--- config.mk ---
export PLATFORM = sky130hd
export DESIGN_NAME = spi_cfg_ctrl_flat
export DESIGN_NICKNAME = d
export VERILOG_FILES = /design/src/rtl/spi_cfg_ctrl_if.sv /design/src/rtl/spi_cfg_ctrl.sv /design/src/flat_wrapper.sv
export SDC_FILE = /design/constraint.sdc
export NUM_CORES = 1
export LEC_CHECK = 0
export ABC_CLOCK_PERIOD_IN_PS = 1800
export CELL_PAD_IN_SITES_DETAIL_PLACEMENT = 0
export CELL_PAD_IN_SITES_GLOBAL_PLACEMENT = 1
export CORE_UTILIZATION = 40
export CTS_BUF_LIST = sky130_fd_sc_hd__clkbuf_8
export DETAILED_ROUTE_END_ITERATION = 10
export GPL_TIMING_DRIVEN = 0
export PLACE_DENSITY_LB_ADDON = 0.1
export REMOVE_ABC_BUFFERS = 1
export SETUP_SLACK_MARGIN = 0.15
export SLEW_MARGIN = 0
export SYNTH_ARGS = -nofsm -noshare
export SYNTH_HDL_FRONTEND = slang
export SYNTH_SLANG_ARGS = --single-unit
--- constraint.sdc ---
create_clock -name clk -period 1.8 [get_ports clk]
set_input_delay 0.27 -clock clk [delete_from_list [all_inputs] [get_ports clk]]
set_output_delay 0.27 -clock clk [all_outputs]
set_load 0.01 [all_outputs]
--- src/rtl/spi_cfg_ctrl_if.sv ---
`default_nettype none
// ============================================================================
// Module      : spi_cfg_ctrl_if
// Description : Host word bus and active SPI configuration outputs.
// Revision    : 1.0 - initial release
// ============================================================================
interface spi_cfg_ctrl_if;
    logic       config_req;
    logic [5:0] config_data;
    logic       cpol;
    logic       cpha;
    logic [3:0] spi_width;
    logic       cfg_update;
    logic       cfg_err;

    modport master (
        output config_req,
        output config_data,
        input  cpol,
        input  cpha,
        input  spi_width,
        input  cfg_update,
        input  cfg_err
    );

    modport slave (
        input  config_req,
        input  config_data,
        output cpol,
        output cpha,
        output spi_width,
        output cfg_update,
        output cfg_err
    );
endinterface
`default_nettype wire

--- src/rtl/spi_cfg_ctrl.sv ---
`default_nettype none
// ============================================================================
// Module      : spi_cfg_ctrl
// Description : Word-serial SPI configuration controller with shadow/commit.
//               Optional odd parity on data words: SPI_CFG_PARITY_EN.
// Revision    : 1.0 - initial release
// ============================================================================
module spi_cfg_ctrl #(
    parameter int SYNC_STAGES   = 2,
    parameter int TIMEOUT_CYC   = 1023,
    parameter int DEFAULT_WIDTH = 8
) (
    input  wire logic     clk,
    input  wire logic     rst,
    spi_cfg_ctrl_if.slave cfg_if
);

    localparam int             c_CW        = $clog2(TIMEOUT_CYC + 1);
    localparam logic [c_CW-1:0] c_CNT_LAST = c_CW'(TIMEOUT_CYC - 1);
    localparam logic [c_CW-1:0] c_CNT_MAX  = {c_CW{1'b1}};
    localparam logic [3:0]      c_DEF_W    = 4'(DEFAULT_WIDTH);

    localparam logic [1:0] c_CMD_WRITE  = 2'b01;
    localparam logic [1:0] c_CMD_COMMIT = 2'b10;
    localparam logic [1:0] c_CMD_ABORT  = 2'b11;

    typedef enum logic [0:0] {
        ST_IDLE      = 1'b0,
        ST_WAIT_DATA = 1'b1
    } state_t;

    state_t                r_state;
    state_t                w_state_next;
    logic [SYNC_STAGES-1:0] r_req_sync;
    logic [SYNC_STAGES-1:0] r_fill;
    logic [5:0]            r_data_sync [SYNC_STAGES];
    logic                  r_req_d;
    logic                  r_armed;
    logic [3:0]            r_addr;
    logic [c_CW-1:0]       r_cnt;
    logic [c_CW-1:0]       w_cnt_next;
    logic                  r_cpol, r_cpha, r_sh_cpol, r_sh_cpha;
    logic [3:0]            r_width, r_sh_width;
    logic                  r_update;
    logic                  r_err;

    logic                  w_req_s;
    logic [5:0]            w_data_s;
    logic                  w_edge;
    logic                  w_parity_ok;
    logic                  w_latch_addr, w_commit, w_abort;
    logic                  w_ld_pol, w_ld_width, w_set_err;

    assign w_req_s  = r_req_sync[SYNC_STAGES-1];
    assign w_data_s = r_data_sync[SYNC_STAGES-1];
    assign w_edge   = w_req_s & ~r_req_d & r_armed;

`ifdef SPI_CFG_PARITY_EN
    assign w_parity_ok = ^w_data_s;
`else
    assign w_parity_ok = 1'b1;
`endif

    always_ff @(posedge clk) begin
        if (rst) begin
            r_state <= ST_IDLE;
        end else begin
            r_state <= w_state_next;
        end
    end

    always_comb begin
        w_state_next = r_state;
        w_cnt_next   = r_cnt;
        w_latch_addr = 1'b0;
        w_commit     = 1'b0;
        w_abort      = 1'b0;
        w_ld_pol     = 1'b0;
        w_ld_width   = 1'b0;
        w_set_err    = 1'b0;
        case (r_state)
            ST_IDLE: begin
                if (w_edge) begin
                    case (w_data_s[5:4])
                        c_CMD_WRITE: begin
                            w_latch_addr = 1'b1;
                            w_cnt_next   = '0;
                            w_state_next = ST_WAIT_DATA;
                        end
                        c_CMD_COMMIT: w_commit = 1'b1;
                        c_CMD_ABORT:  w_abort  = 1'b1;
                        default: ;
                    endcase
                end
            end
            ST_WAIT_DATA: begin
                // A data edge landing on the final count still wins over the timeout.
                if (w_edge) begin
                    w_state_next = ST_IDLE;
                    if (!w_parity_ok) begin
                        w_set_err = 1'b1;
                    end else if (r_addr == 4'd0) begin
                        w_ld_pol = 1'b1;
                    end else if (r_addr == 4'd1) begin
                        if (w_data_s[3:0] == 4'd0) begin
                            w_set_err = 1'b1;
                        end else begin
                            w_ld_width = 1'b1;
                        end
                    end else begin
                        w_set_err = 1'b1;
                    end
                end else if (r_cnt == c_CNT_LAST) begin
                    w_state_next = ST_IDLE;
                    w_set_err    = 1'b1;
                end else if (r_cnt != c_CNT_MAX) begin
                    w_cnt_next = r_cnt + 1'b1;
                end
            end
            default: w_state_next = ST_IDLE;
        endcase
    end

    always_ff @(posedge clk) begin
        if (rst) begin
            r_req_sync <= '0;
            r_fill     <= '0;
            for (int i = 0; i < SYNC_STAGES; i++) begin
                r_data_sync[i] <= '0;
            end
            r_req_d    <= 1'b0;
            r_armed    <= 1'b0;
            r_addr     <= '0;
            r_cnt      <= '0;
            r_cpol     <= 1'b0;
            r_cpha     <= 1'b0;
            r_width    <= c_DEF_W;
            r_sh_cpol  <= 1'b0;
            r_sh_cpha  <= 1'b0;
            r_sh_width <= c_DEF_W;
            r_update   <= 1'b0;
            r_err      <= 1'b0;
        end else begin
            r_req_sync     <= {r_req_sync[SYNC_STAGES-2:0], cfg_if.config_req};
            r_data_sync[0] <= cfg_if.config_data;
            for (int i = 1; i < SYNC_STAGES; i++) begin
                r_data_sync[i] <= r_data_sync[i-1];
            end
            // req_s only reflects the pad once the chain has refilled after reset.
            r_fill  <= {r_fill[SYNC_STAGES-2:0], 1'b1};
            r_req_d <= w_req_s;
            if (r_fill[SYNC_STAGES-1] && !w_req_s) begin
                r_armed <= 1'b1;
            end
            if (w_latch_addr) begin
                r_addr <= w_data_s[3:0];
            end
            r_cnt    <= w_cnt_next;
            r_update <= w_commit;
            if (w_commit) begin
                r_cpol  <= r_sh_cpol;
                r_cpha  <= r_sh_cpha;
                r_width <= r_sh_width;
                r_err   <= 1'b0;
            end else if (w_set_err) begin
                r_err <= 1'b1;
            end
            if (w_abort) begin
                r_sh_cpol  <= r_cpol;
                r_sh_cpha  <= r_cpha;
                r_sh_width <= r_width;
            end
            if (w_ld_pol) begin
                r_sh_cpol <= w_data_s[0];
                r_sh_cpha <= w_data_s[1];
            end
            if (w_ld_width) begin
                r_sh_width <= w_data_s[3:0];
            end
        end
    end

    assign cfg_if.cpol       = r_cpol;
    assign cfg_if.cpha       = r_cpha;
    assign cfg_if.spi_width  = r_width;
    assign cfg_if.cfg_update = r_update;
    assign cfg_if.cfg_err    = r_err;

endmodule
`default_nettype wire

--- src/flat_wrapper.sv ---
// flat-port wrapper written by rule: the top's interface ports become plain ports
module spi_cfg_ctrl_flat 
#(
    parameter int SYNC_STAGES   = 2,
    parameter int TIMEOUT_CYC   = 1023,
    parameter int DEFAULT_WIDTH = 8
)
  (clk, rst, cfg_if_config_req, cfg_if_config_data, cfg_if_cpol, cfg_if_cpha, cfg_if_spi_width, cfg_if_cfg_update, cfg_if_cfg_err);
  spi_cfg_ctrl_if cfg_if_i ();
  input  wire logic clk;
  input  wire logic rst;
  input wire logic [$bits(cfg_if_i.config_req)-1:0] cfg_if_config_req;
  input wire logic [$bits(cfg_if_i.config_data)-1:0] cfg_if_config_data;
  output wire logic [$bits(cfg_if_i.cpol)-1:0] cfg_if_cpol;
  output wire logic [$bits(cfg_if_i.cpha)-1:0] cfg_if_cpha;
  output wire logic [$bits(cfg_if_i.spi_width)-1:0] cfg_if_spi_width;
  output wire logic [$bits(cfg_if_i.cfg_update)-1:0] cfg_if_cfg_update;
  output wire logic [$bits(cfg_if_i.cfg_err)-1:0] cfg_if_cfg_err;
  assign cfg_if_i.config_req = cfg_if_config_req;
  assign cfg_if_i.config_data = cfg_if_config_data;
  assign cfg_if_cpol = cfg_if_i.cpol;
  assign cfg_if_cpha = cfg_if_i.cpha;
  assign cfg_if_spi_width = cfg_if_i.spi_width;
  assign cfg_if_cfg_update = cfg_if_i.cfg_update;
  assign cfg_if_cfg_err = cfg_if_i.cfg_err;
  spi_cfg_ctrl #(.SYNC_STAGES(SYNC_STAGES), .TIMEOUT_CYC(TIMEOUT_CYC), .DEFAULT_WIDTH(DEFAULT_WIDTH)) u_core (.clk(clk), .rst(rst), .cfg_if(cfg_if_i));
endmodule
After elaboration in Yosys (flattened, before gate mapping)
Memory sizes are Yosys's and may differ from the RTL's.
Cells that the tools add are included.
{"block": "op_classes", "addsub": 1, "multipliers": 0, "n_div": 0, "n_lt_le_gt_ge": 0, "eq_ne": 11, "shifts": 0, "mux": 44, "n_bitwise": 6, "n_reduce_logical": 8}
{"operator": "$mux W10", "n": 5}
{"operator": "$mux W1", "n": 33}
{"operator": "$pmux W10 S2", "n": 1}
{"operator": "$mux W6", "n": 2}
{"operator": "$add A10 B1 Y10 const B", "n": 1}
{"operator": "$eq A10 B10 Y1 const B", "n": 1}
{"operator": "$ne A10 B10 Y1 const B", "n": 1}
{"operator": "$logic_not A4 Y1", "n": 2}
{"operator": "$mux W4", "n": 2}
{"operator": "$ne A2 B2 Y1 const B", "n": 4}
{"operator": "$reduce_and A5 Y1", "n": 1}
{"operator": "$eq A2 B2 Y1 const B", "n": 2}
{"operator": "$eq A4 B1 Y1 const B", "n": 1}
{"operator": "$reduce_bool A2 Y1", "n": 2}
{"operator": "$and A1 B1 Y1", "n": 2}
{"operator": "$eq A2 B1 Y1 const B", "n": 1}
{"operator": "$ne A2 B1 Y1 const B", "n": 1}
{"operator": "$not A1 Y1", "n": 2}
{"operator": "$or A1 B1 Y1", "n": 2}
{"operator": "$pmux W1 S2", "n": 1}
{"operator": "$reduce_or A2 Y1", "n": 1}
{"operator": "$logic_and A1 B1 Y1", "n": 1}
{"operator": "$logic_not A1 Y1", "n": 1}
{"block": "word_totals", "reg_bits": 35, "latchBits": 0, "ram_bits": 12, "rom_bits": 0, "input_bits": 9, "output_inout_bits": 8, "elab_cells": 87, "n_memories": 1}
{"name": "u_core.r_data_sync", "words": 2, "width": 6, "read_ports": 2, "rd_ports_with_merged_regs": 0, "wr": 2, "line": "spi_cfg_ctrl.sv:36", "rtl": "logic [5:0] r_data_sync [SYNC_STAGES];"}

Longest topological paths before layout
Gate-level depths: netlist of run 1.
An unclocked memory read counts as a cell.
{"block": "logic_depth", "ltp_word": 8, "depth_mapped": 6, "depth_no_buf": 6}

Worst setup path after synthesis of run 1
No wires, ideal clock.
{"block": "synth_timing", "path_type": "register -> register", "from": "register u_core.r_state", "to": "register u_core.r_cnt[1]", "setup_time_ns": 0.070, "arrival_time_ns": 1.673, "required_ns": 1.730, "slack_ns": 0.057, "path_stages_with_launch": 6, "path_buffers": 1, "synth_period_minus_slack_ns": 1.743, "path_cell_list": "dfxtp_1 > buf_6 > or3b_4 > mux2_4 > or4_1 > a21oi_1"}
{"block": "synth_via", "elab_chain_cells": 3, "elab_cells_between_ends": 8, "cone_classes": "5 x eq/ne; 1 x mux; 1 x bitwise; 1 x reduce/logical"}
{"element": "from (decl)", "line": "spi_cfg_ctrl.sv:32", "rtl": "state_t r_state;"}
{"element": "from (signal assigned)", "line": "spi_cfg_ctrl.sv:68", "rtl": "r_state <= w_state_next;"}
{"element": "$not A1 Y1"}
{"element": "$ne A2 B1 Y1 (no source line) / $ne A2 B2 Y1 (equally long branches)"}
{"element": "$reduce_and A5 Y1 (no source line)"}
{"element": "to (signal assigned)", "line": "spi_cfg_ctrl.sv:158", "rtl": "r_cnt <= w_cnt_next;"}
{"element": "to (decl)", "line": "spi_cfg_ctrl.sv:40", "rtl": "logic [c_CW-1:0] r_cnt;"}
Parallel ways exist; a longest one is shown, timed or not.
A chain may end at the register's enable or synchronous reset.

Worst setup path after layout of run 1
Ends and elaborated chain as after synthesis.

==> results of run 1 <==
-- sequential cells by signal, summed over array words and instances, names as in the netlist, 2 cells and up --
signal,cells
u_core.r_sh_width,4
u_core.r_req_sync,2
u_core.r_data_sync,12
u_core.r_fill,2
u_core.cfg_if.spi_width,4
u_core.r_cnt,10
u_core.r_addr,4
-- timing repair --
item,4_1_cts,5_1_grt
endpoints found under the setup margin,25,17
pin swaps,6,3
gates resized for setup,25,3
hold endpoints to repair,0,0
setup buffers,15,5
-- cells in the final DEF, fill, tap and decap left out, drive strengths merged, types with 2 or more instances in the layout --
cell type,instances
or3,2
a41oi,2
ha,2
clkbuf,5
nand3,7
a21oi,9
nand4,5
o41a,2
or4,4
nor2,18
clkinvlp,2
nor4,2
buf,21
clkdlybuf4s50,15
mux2i,10
o211ai,2
a311oi,4
and4,3
a31oi,3
dfxtp,47
nand2,11
o311ai,2
nor2b,15
inv,14
o41ai,3
nor3,4
o21ai,6
a211oi,3
-- area by class of cell --
| class | instances | area [µm²] | area share [%] |
|---|---|---|---|
| multi-input combinational | 132 | 932 | 38.7 |
| timing repair buffer | 36 | 318 | 13.2 |
| clock inverter | 3 | 16.3 | 0.675 |
| inverter | 14 | 56.3 | 2.34 |
| clock buffer | 5 | 68.8 | 2.86 |
| tap | 52 | 65.1 | 2.70 |
| sequential | 47 | 952 | 39.5 |
-- kinds of logic after synthesis --
kind of cell / after synthesis
AO/OA/AOI/OAI: 42
AND/OR/NAND/NOR: 77
multiplexers: 11
flip-flops: 47
buffers and inverters: 25
adder cells (fa/ha/maj): 2
-- worst max-delay path: cells and delay by family, from the launching register on --
family	cells	cell delay (ps)
AND/OR/NAND/NOR	2	870
flip-flops	1	350
multiplexers	1	310
AO/OA/AOI/OAI	1	120
-- path summary, 6_finish.rpt --
check / end / slack [ps] / depth (start not counted)
worst max register to register: u_core.r_cnt[1] / 70 / 4
worst min-delay path: u_core.r_data_sync[0][6] / 440 / 1
worst min register to register: u_core.r_data_sync[0][6] / 440 / 1
worst max-delay path: u_core.r_cnt[1] / 70 / 4
-- power groups by stage --
stage,combinational (mW),sequential [mW],clock [mW]
2_1_floorplan,0.0246,1.09,0
6_report,0.0713,1.07,0.605
3_3_place_gp,0.0598,1.09,0
5_1_grt,0.0786,1.07,0.667
4_1_cts,0.0699,1.07,0.624
3_5_place_dp,0.0601,1.09,0
-- metrics by stage --
| stage | TNS, ps | area [µm²] | hold slack [ps] | instances | setup slack (ps) |
|---|---|---|---|---|---|
| 5_1_grt | 0 | 2410 | 457 | 289 | 38.2 |
| 3_5_place_dp | -2950 | 2070 | 422 | 261 | -450 |
| 6_report | 0 | 2410 | 440 | 289 | 68.3 |
| 2_1_floorplan | 0 | 1850 | 339 | 193 | 12.8 |
| 4_1_cts | 0 | 2360 | 442 | 284 | 89.0 |
| 3_3_place_gp | -15940 | 2080 | 419 | 261 | -994 |
-- metal layers --
| layer | GRT usage, % | part of all wire, % | up-vias |
|---|---|---|---|
| li1 | - | - | 799 |
| met5 | 0 | 0 | - |
| met4 | 9.11 | 2.1 | 0 |
| met3 | 5.56 | 4.0 | 11 |
| met1 | 22.7 | 47 | 739 |
| met2 | 29.6 | 47 | 34 |
==> impl_metrics.env, run 1 <==
export IMPL_core_um2=4470
export IMPL_drv_slew=0
export IMPL_layout_nets=247
export IMPL_first_iter_violations=99
export IMPL_fp_dieW_um=71.0
export IMPL_power_internal_mw=1.36
export IMPL_antenna_cells=0
export IMPL_crit_fanout=7
export IMPL_max_cap_violations=0
export IMPL_clk_latency_ps=300
export IMPL_muxShareOfSynthArea_pct=6.05
export IMPL_crit_chain="or3b_4, mux2_4, or4_4, a21oi_2"
export IMPL_period_needed_ps=1730
export IMPL_grt_usage_pct=18.5
export IMPL_setup_viol=0
export IMPL_cts_hold_buf=0
export IMPL_grt_pass1_wl_mm=7.30
export IMPL_synth_simple_area_share_pct=21.9
export IMPL_crit_slowest_cell="or4_4"
export IMPL_final_util_pct=53.8
export IMPL_clockPowerShare_pct=34.7
export IMPL_rows=24
export IMPL_grt_antenna_before_repair=0
export IMPL_yosysMostFrequentCell="dfxtp_1"
export IMPL_syn_area_per_cell_um2=9.33
export IMPL_clockBufferDepth=2
export IMPL_netlist_area_um2=1900
export IMPL_synth_xor_area_share_pct=0
export IMPL_hold_path_class="reg -> reg"
export IMPL_post_dp_hpwl_mm=2.59
export IMPL_synth_compound_area_share_pct=16.0
export IMPL_violations="DRC"
export IMPL_vias=1583
export IMPL_synthAdderAreaFrac_pct=1.31
export IMPL_synth_area_leaders="dfxtp_1 49%, mux2i_1 5.3%, nor2b_1 4.9%"
export IMPL_clk_pin_slew_ps=90
export IMPL_total_power_mw=1.74
export IMPL_first_global_vias=1638
export IMPL_n_fill_cell=416
export IMPL_criticalPathCategory="reg -> reg"
export IMPL_totalWireLength_mm=4.22
export IMPL_cts_inserted_buffers=5
export IMPL_cp_required_ps=2020
export IMPL_power_density_nw_per_um2=723
export IMPL_cp_startpoint="u_core.r_state"
export IMPL_htree_num_levels=2
export IMPL_cts_tree="built"
export IMPL_p_sw_mw=0.383
export IMPL_drive_gt1_share_pct=22.4
export IMPL_worst_path_largest_cell_delay_ps=500
export IMPL_comb_power_share_pct=4.1
export IMPL_synth_edf_count=0
export IMPL_finalHoldViolations=0
export IMPL_grt_max_degree=46
export IMPL_synth_seq_cells=47
export IMPL_firstDrtPassIters=7
export IMPL_synth_top_family_by_area="simple AND/OR/NAND/NOR gates"
export IMPL_ys_flop_type="dfxtp_1"
export IMPL_place_congestion=0.846
export IMPL_clock_root_buffer="clkbuf_8"
export IMPL_critPathLaunchType="flop"
export IMPL_p_seq_share_pct=61.2
export IMPL_drc=2
export IMPL_leakagePower_nw=0.915
export IMPL_wire_per_inst_um=14.6
export IMPL_grt_overflow=0
export IMPL_tightest_slew_ps=826
export IMPL_dieArea_um2=5040
export IMPL_yosys_area_top_type="dfxtp_1"
export IMPL_rsz0062_at_grt="yes"
export IMPL_io_buffers=16
export IMPL_min_from="u_core.r_data_sync[0][0]"
export IMPL_max_freq_ghz=0.577
export IMPL_ios=17
export IMPL_yosysUniqueCellTypes=39
export IMPL_start_util_pct=42.5
export IMPL_peakVddDrop_mv=0.504
export IMPL_min_period_over_period_pct=96.2
export IMPL_die_height_um=71.0
export IMPL_sw_frac_of_total_pct=22.0
export IMPL_ant_nets=0
export IMPL_reg2reg_from="u_core.r_state"
export IMPL_yosys_warnings=0
export IMPL_syn_to_final_growth_pct=26.6
export IMPL_clock_sinks=47
export IMPL_end_kind="flop"
export IMPL_status="finished with violations"
export IMPL_seq_area_frac_synth_pct=49.4
export IMPL_arrival_ps=1950
export IMPL_netlist_instances=204
export IMPL_yosys_top_cells_count="47 x dfxtp_1, 18 x nor2_1, 15 x nor2b_1"
export IMPL_async_flop_share_pct=0
export IMPL_vias_per_cell=5.48
export IMPL_finalClockSkew_ps=6.14
export IMPL_relSlewSlack_pct=45.0
export IMPL_yosys_area_top_type_share_pct=49.4
Power figures use the tool's default switching activity.
==> run 2: changes to the inputs <==
--- a/config.mk
+++ b/config.mk
@@ -19,3 +19,4 @@
 export SYNTH_ARGS = -nofsm -noshare
 export SYNTH_HDL_FRONTEND = slang
 export SYNTH_SLANG_ARGS = --single-unit
+export TNS_END_PERCENT = 10
==> run 2 against run 1 <==
Clock power hardly changed. Final area fell by 2.6%. Largest cell class unchanged. Power shrank 0.22%. Critical endpoint unchanged. Highest routed layer unchanged. The flow still finishes with violations (DRC). Global-route usage down 0.060 points. Combinational power fell by 0.6%. Cell count fell by 2.8%. Critical path type unchanged. Die area did not move.
==> impl_metrics.env, run 2 (same netlist as run 1, synthesis figures left out) <==
export IMPL_status="finished with violations"
export IMPL_violations="DRC"
export IMPL_leakagePower_nw=0.885
export IMPL_vias=1541
export IMPL_whs_ps=441
export IMPL_end_kind="flop"
export IMPL_core_um2=4470
export IMPL_hold_path_class="reg -> reg"
export IMPL_final_util_pct=52.4
export IMPL_vias_per_cell=5.48
export IMPL_start_util_pct=42.5
export IMPL_largest_reg_flops=12
export IMPL_min_period_over_period_pct=96.4
export IMPL_max_cap_violations=0
export IMPL_total_power_mw=1.74
export IMPL_first_iter_violations=99
export IMPL_critPathLaunchType="flop"
export IMPL_finalClockSkew_ps=3.59
export IMPL_cts_inserted_buffers=5
export IMPL_finalHoldViolations=0
export IMPL_grt_max_degree=46
export IMPL_rsz0062_at_grt="yes"
export IMPL_clock_root_buffer="clkbuf_8"
export IMPL_grt_usage_pct=18.4
export IMPL_htree_num_levels=2
export IMPL_firstDrtPassIters=7
export IMPL_tns_ps=0
export IMPL_fp_dieW_um=71.0
export IMPL_syn_to_final_growth_pct=23.3
export IMPL_pre_cts_slack_ps=-450
export IMPL_ant_nets=0
export IMPL_grt_pass1_wl_mm=7.26
export IMPL_cp_required_ps=2020
export IMPL_period_needed_ps=1730
export IMPL_clk_pin_slew_ps=80
export IMPL_n_fill_cell=410
export IMPL_drc=2
export IMPL_reg_top3="u_core.r_data_sync (12), u_core.r_cnt (10)"
export IMPL_clock_sinks=47
export IMPL_clk_latency_ps=300
export IMPL_layout_nets=239
export IMPL_clockBufferDepth=2
export IMPL_relSlewSlack_pct=45.6
export IMPL_drv_slew=0
export IMPL_power_density_nw_per_um2=741
export IMPL_first_global_vias=1609
export IMPL_dieArea_um2=5040
export IMPL_arrival_ps=1960
export IMPL_rows=24
export IMPL_max_freq_ghz=0.577
export IMPL_die_height_um=71.0
export IMPL_layout_setup_ws_ps=65.7
export IMPL_grt_overflow=0
export IMPL_io_buffers=16
export IMPL_totalWireLength_mm=4.07
export IMPL_grt_antenna_before_repair=0
export IMPL_peakVddDrop_mv=0.503
export IMPL_final_common_cell="dfxtp_1"
export IMPL_regMostFlops="u_core.r_data_sync"
export IMPL_cts_tree="built"
export IMPL_wire_per_inst_um=14.5
export IMPL_setup_viol=0
export IMPL_drive_gt1_share_pct=18.3
export IMPL_tightest_slew_ps=816
export IMPL_crit_fanout=7
export IMPL_place_congestion=0.846
export IMPL_post_dp_hpwl_mm=2.59
export IMPL_antenna_cells=0
export IMPL_ios=17
export IMPL_criticalPathCategory="reg -> reg"
export IMPL_mostFrequentLayoutCells="41 x dfxtp_1, 18 x nor2_1, 15 x inv_1, 15 x nor2b_1, 15 x clkdlybuf4s50_1"
run 2: changes by cell type in the layout (fill, tap and decap cells not counted), sizes merged:
cell and change:
inv +1, clkinvlp -1, buf -8
run 2: power by group:
group          leakage [nW]  internal, mW  switching [mW]
clock network        0.0453         0.266           0.336
registers             0.386          1.06         0.00864
logic                 0.454        0.0361          0.0348
run 2: area by class of cell:
cell class,count,area [µm²],share of cell area (%)
clock buffers,5,68.8,2.93
inverters,14,52.6,2.24
multi-input cells,132,927,39.5
repair buffers,28,265,11.3
clock inverters,3,16.3,0.693
flip-flops and latches,47,951,40.5
well taps,52,65.1,2.77
run 2: path summary, 6_finish.rpt:
path | from | endpoint | slack (ps) | cells after the start
max | u_core.r_state | u_core.r_cnt[1] | 70 | 4
min | u_core.r_data_sync[0][0] | u_core.r_data_sync[0][6] | 440 | 1
max reg2reg | u_core.r_state | u_core.r_cnt[1] | 70 | 4
min reg2reg | u_core.r_data_sync[0][0] | u_core.r_data_sync[0][6] | 440 | 1
run 2: metal layers:
metal | up-vias | share of wire [%] | wire [µm] | track usage (%)
li1 | 777 | - | - | -
met1 | 713 | 46 | 1890 | 22.9
met2 | 42 | 48 | 1940 | 29.3
met3 | 9 | 4.4 | 179 | 5.56
met4 | 0 | 1.5 | 62 | 8.67
met5 | - | 0 | 0 | 0
run 2: worst max-delay path: stages, from the launching register on:
cell and delay, ps:
dfxtp_4 350, or3b_4 380, mux2_4 310, or4_4 500, a21oi_2 120
run 2: timing repair:
| item | in CTS | in global routing |
|---|---|---|
| gates resized for setup | 19 | 6 |
| endpoints found under the setup margin | 25 | 27 |
| setup buffers | 10 | 2 |
| hold buffers | 0 | 0 |
| pin swaps | 4 | 2 |
run 2: metrics by stage:
step,instance area [µm²],std cells
after floorplan,1850,193
after global placement,2080,261
after detailed placement,2070,261
after CTS,2300,279
after global routing,2350,281
final,2350,281
==> run 3: changes to the inputs <==
--- a/config.mk
+++ b/config.mk
@@ -7,9 +7,10 @@
 export LEC_CHECK = 0
 export ABC_CLOCK_PERIOD_IN_PS = 1800
 export CELL_PAD_IN_SITES_DETAIL_PLACEMENT = 0
-export CELL_PAD_IN_SITES_GLOBAL_PLACEMENT = 1
-export CORE_UTILIZATION = 40
+export CELL_PAD_IN_SITES_GLOBAL_PLACEMENT = 2
+export CORE_UTILIZATION = 33
 export CTS_BUF_LIST = sky130_fd_sc_hd__clkbuf_8
+export CTS_CLUSTER_SIZE = 30
 export DETAILED_ROUTE_END_ITERATION = 10
 export GPL_TIMING_DRIVEN = 0
 export PLACE_DENSITY_LB_ADDON = 0.1
==> run 3 against run 2 <==
The run now ends clean. Sequential power hardly changed. Flip-flop and latch count stayed put. Via count is 1.7% higher. Global-route usage is 3.6 points lower. Combinational power is 4.8% lower. Worst hold slack better by 2.5 ps. Worst setup slack worse by 6.6 ps. Non-clock buffer count stayed put. Largest power group unchanged.
==> impl_metrics.env, run 3 (same netlist as run 1, synthesis figures left out) <==
export IMPL_rsz0062_at_grt="yes"
export IMPL_leakagePower_nw=0.879
export IMPL_wire_per_inst_um=13.7
export IMPL_first_global_vias=1455
export IMPL_grt_overflow=0
export IMPL_cp_required_ps=2030
export IMPL_layout_setup_ws_ps=59.1
export IMPL_met3_wirelength_um=181
export IMPL_drc=0
export IMPL_largest_reg_flops=12
export IMPL_first_iter_violations=94
export IMPL_vias_per_cell=5.21
export IMPL_power_density_nw_per_um2=766
export IMPL_hold_path_class="reg -> reg"
export IMPL_r2r_end="u_core.r_cnt[1]"
export IMPL_stdcell_area_um2=2340
export IMPL_die_height_um=77.9
export IMPL_final_common_cell="dfxtp_1"
export IMPL_min_to="u_core.r_data_sync[0][10]"
export IMPL_criticalPathCategory="reg -> reg"
export IMPL_reg_top3="u_core.r_data_sync (12), u_core.r_cnt (10)"
export IMPL_firstDrtPassIters=4
export IMPL_dieArea_um2=6070
export IMPL_finalHoldViolations=0
export IMPL_dr_wl_met2_mm=1.87
export IMPL_drv_slew=0
export IMPL_io_buffers=16
export IMPL_final_util_pct=42.3
export IMPL_finalClockSkew_ps=4.37
export IMPL_grt_usage_pct=14.8
export IMPL_rows=27
export IMPL_clock_root_buffer="clkbuf_8"
export IMPL_grt_pass1_wl_mm=6.93
export IMPL_end_kind="flop"
export IMPL_place_congestion=0.748
export IMPL_post_dp_hpwl_mm=2.66
export IMPL_ios=17
export IMPL_mostFrequentLayoutCells="41 x dfxtp_1, 18 x nor2_1, 15 x inv_1, 15 x nor2b_1, 15 x clkdlybuf4s50_1"
export IMPL_start_util_pct=34.3
export IMPL_period_needed_ps=1740
export IMPL_r2r_slack_ps=60
export IMPL_grt_max_degree=46
export IMPL_antenna_cells=0
export IMPL_regMostFlops="u_core.r_data_sync"
export IMPL_rr_worst_depth=4
export IMPL_layout_nets=239
export IMPL_drive_gt1_share_pct=17.0
export IMPL_pre_cts_slack_ps=-422
export IMPL_core_um2=5540
export IMPL_ant_nets=0
export IMPL_min_period_over_period_pct=96.7
export IMPL_cts_inserted_buffers=5
export IMPL_clock_sinks=47
export IMPL_hold_depth=1
export IMPL_setup_viol=0
export IMPL_max_cap_violations=0
export IMPL_min_from="u_core.r_data_sync[0][4]"
export IMPL_tightest_slew_ps=801
export IMPL_htree_num_levels=2
export IMPL_totalWireLength_mm=4.12
export IMPL_status="finished clean"
export IMPL_syn_to_final_growth_pct=23.0
export IMPL_grt_antenna_before_repair=0
export IMPL_clk_latency_ps=300
export IMPL_peakVddDrop_mv=0.395
export IMPL_critPathLaunchType="flop"
export IMPL_crit_fanout=5
export IMPL_cts_tree="built"
export IMPL_clk_pin_slew_ps=90
export IMPL_placed_area_um2=2100
export IMPL_wirelength_met1_mm=2.00
export IMPL_clockBufferDepth=2
export IMPL_reg2reg_from="u_core.r_state"
export IMPL_arrival_ps=1970
export IMPL_top_layer="met4"
export IMPL_fp_dieW_um=77.9
export IMPL_max_freq_ghz=0.574
export IMPL_relSlewSlack_pct=46.6
export IMPL_vias=1567
[run 3: where the power goes]
part           total (mW)  internal, mW  switching [mW]
registers            1.07          1.06         0.00934
clock network       0.659         0.309           0.350
logic              0.0675        0.0341          0.0333
[run 3: routing by layer]
metal	track usage, %	vias up
met4	6.11	0
met3	3.76	9
met5	0	-
li1	-	784
met2	22.6	30
met1	19.8	744
[run 3: critical path, cell delays in order (launching register included)]
cell	delay [ps]
dfxtp_4	360
or3b_4	400
mux2_4	310
or4_4	480
a21oi_2	120
[run 3: through the flow]
step	hold WS, ps	cells	TNS (ps)	total power [mW]
2_1_floorplan	339	193	0	1.11
3_3_place_gp	417	281	-18310	1.15
3_5_place_dp	425	281	-2860	1.15
4_1_cts	444	300	0	1.83
5_1_grt	460	301	0	1.88
6_report	443	301	0	1.79
[run 3: final cells by class]
| type | count | area, µm² |
|---|---|---|
| Timing Repair Buffer | 28 | 245 |
| Inverter | 14 | 52.6 |
| Clock inverter | 2 | 12.5 |
| Sequential cell | 47 | 951 |
| Tap cell | 72 | 90.1 |
| Multi-Input combinational cell | 132 | 907 |
| Fill cell | 552 | 3200 |
| Clock buffer | 6 | 82.6 |
[run 3: how the worst max path moves through the flow]
stage	from	to	depth (start not counted)
finish	u_core.r_state	u_core.r_cnt[1]	4
detailed placement	u_core.r_state	u_core.r_cnt[4]	4
global placement	rst	u_core.r_cnt[5]	4
global route	u_core.r_state	u_core.r_cnt[1]	4
floorplan	u_core.r_state	u_core.r_cnt[1]	4
CTS	u_core.r_state	u_core.r_cnt[1]	4
[run 3: timing repair]
| action | in CTS | in global routing |
|---|---|---|
| setup endpoints to repair | 25 | 19 |
| buffers inserted | 11 | 1 |
| resized for setup | 16 | 3 |
| hold endpoints to repair | 0 | 0 |
| cloned | 0 | 0 |
| hold buffers | 0 | 0 |
| pin swaps | 3 | 1 |
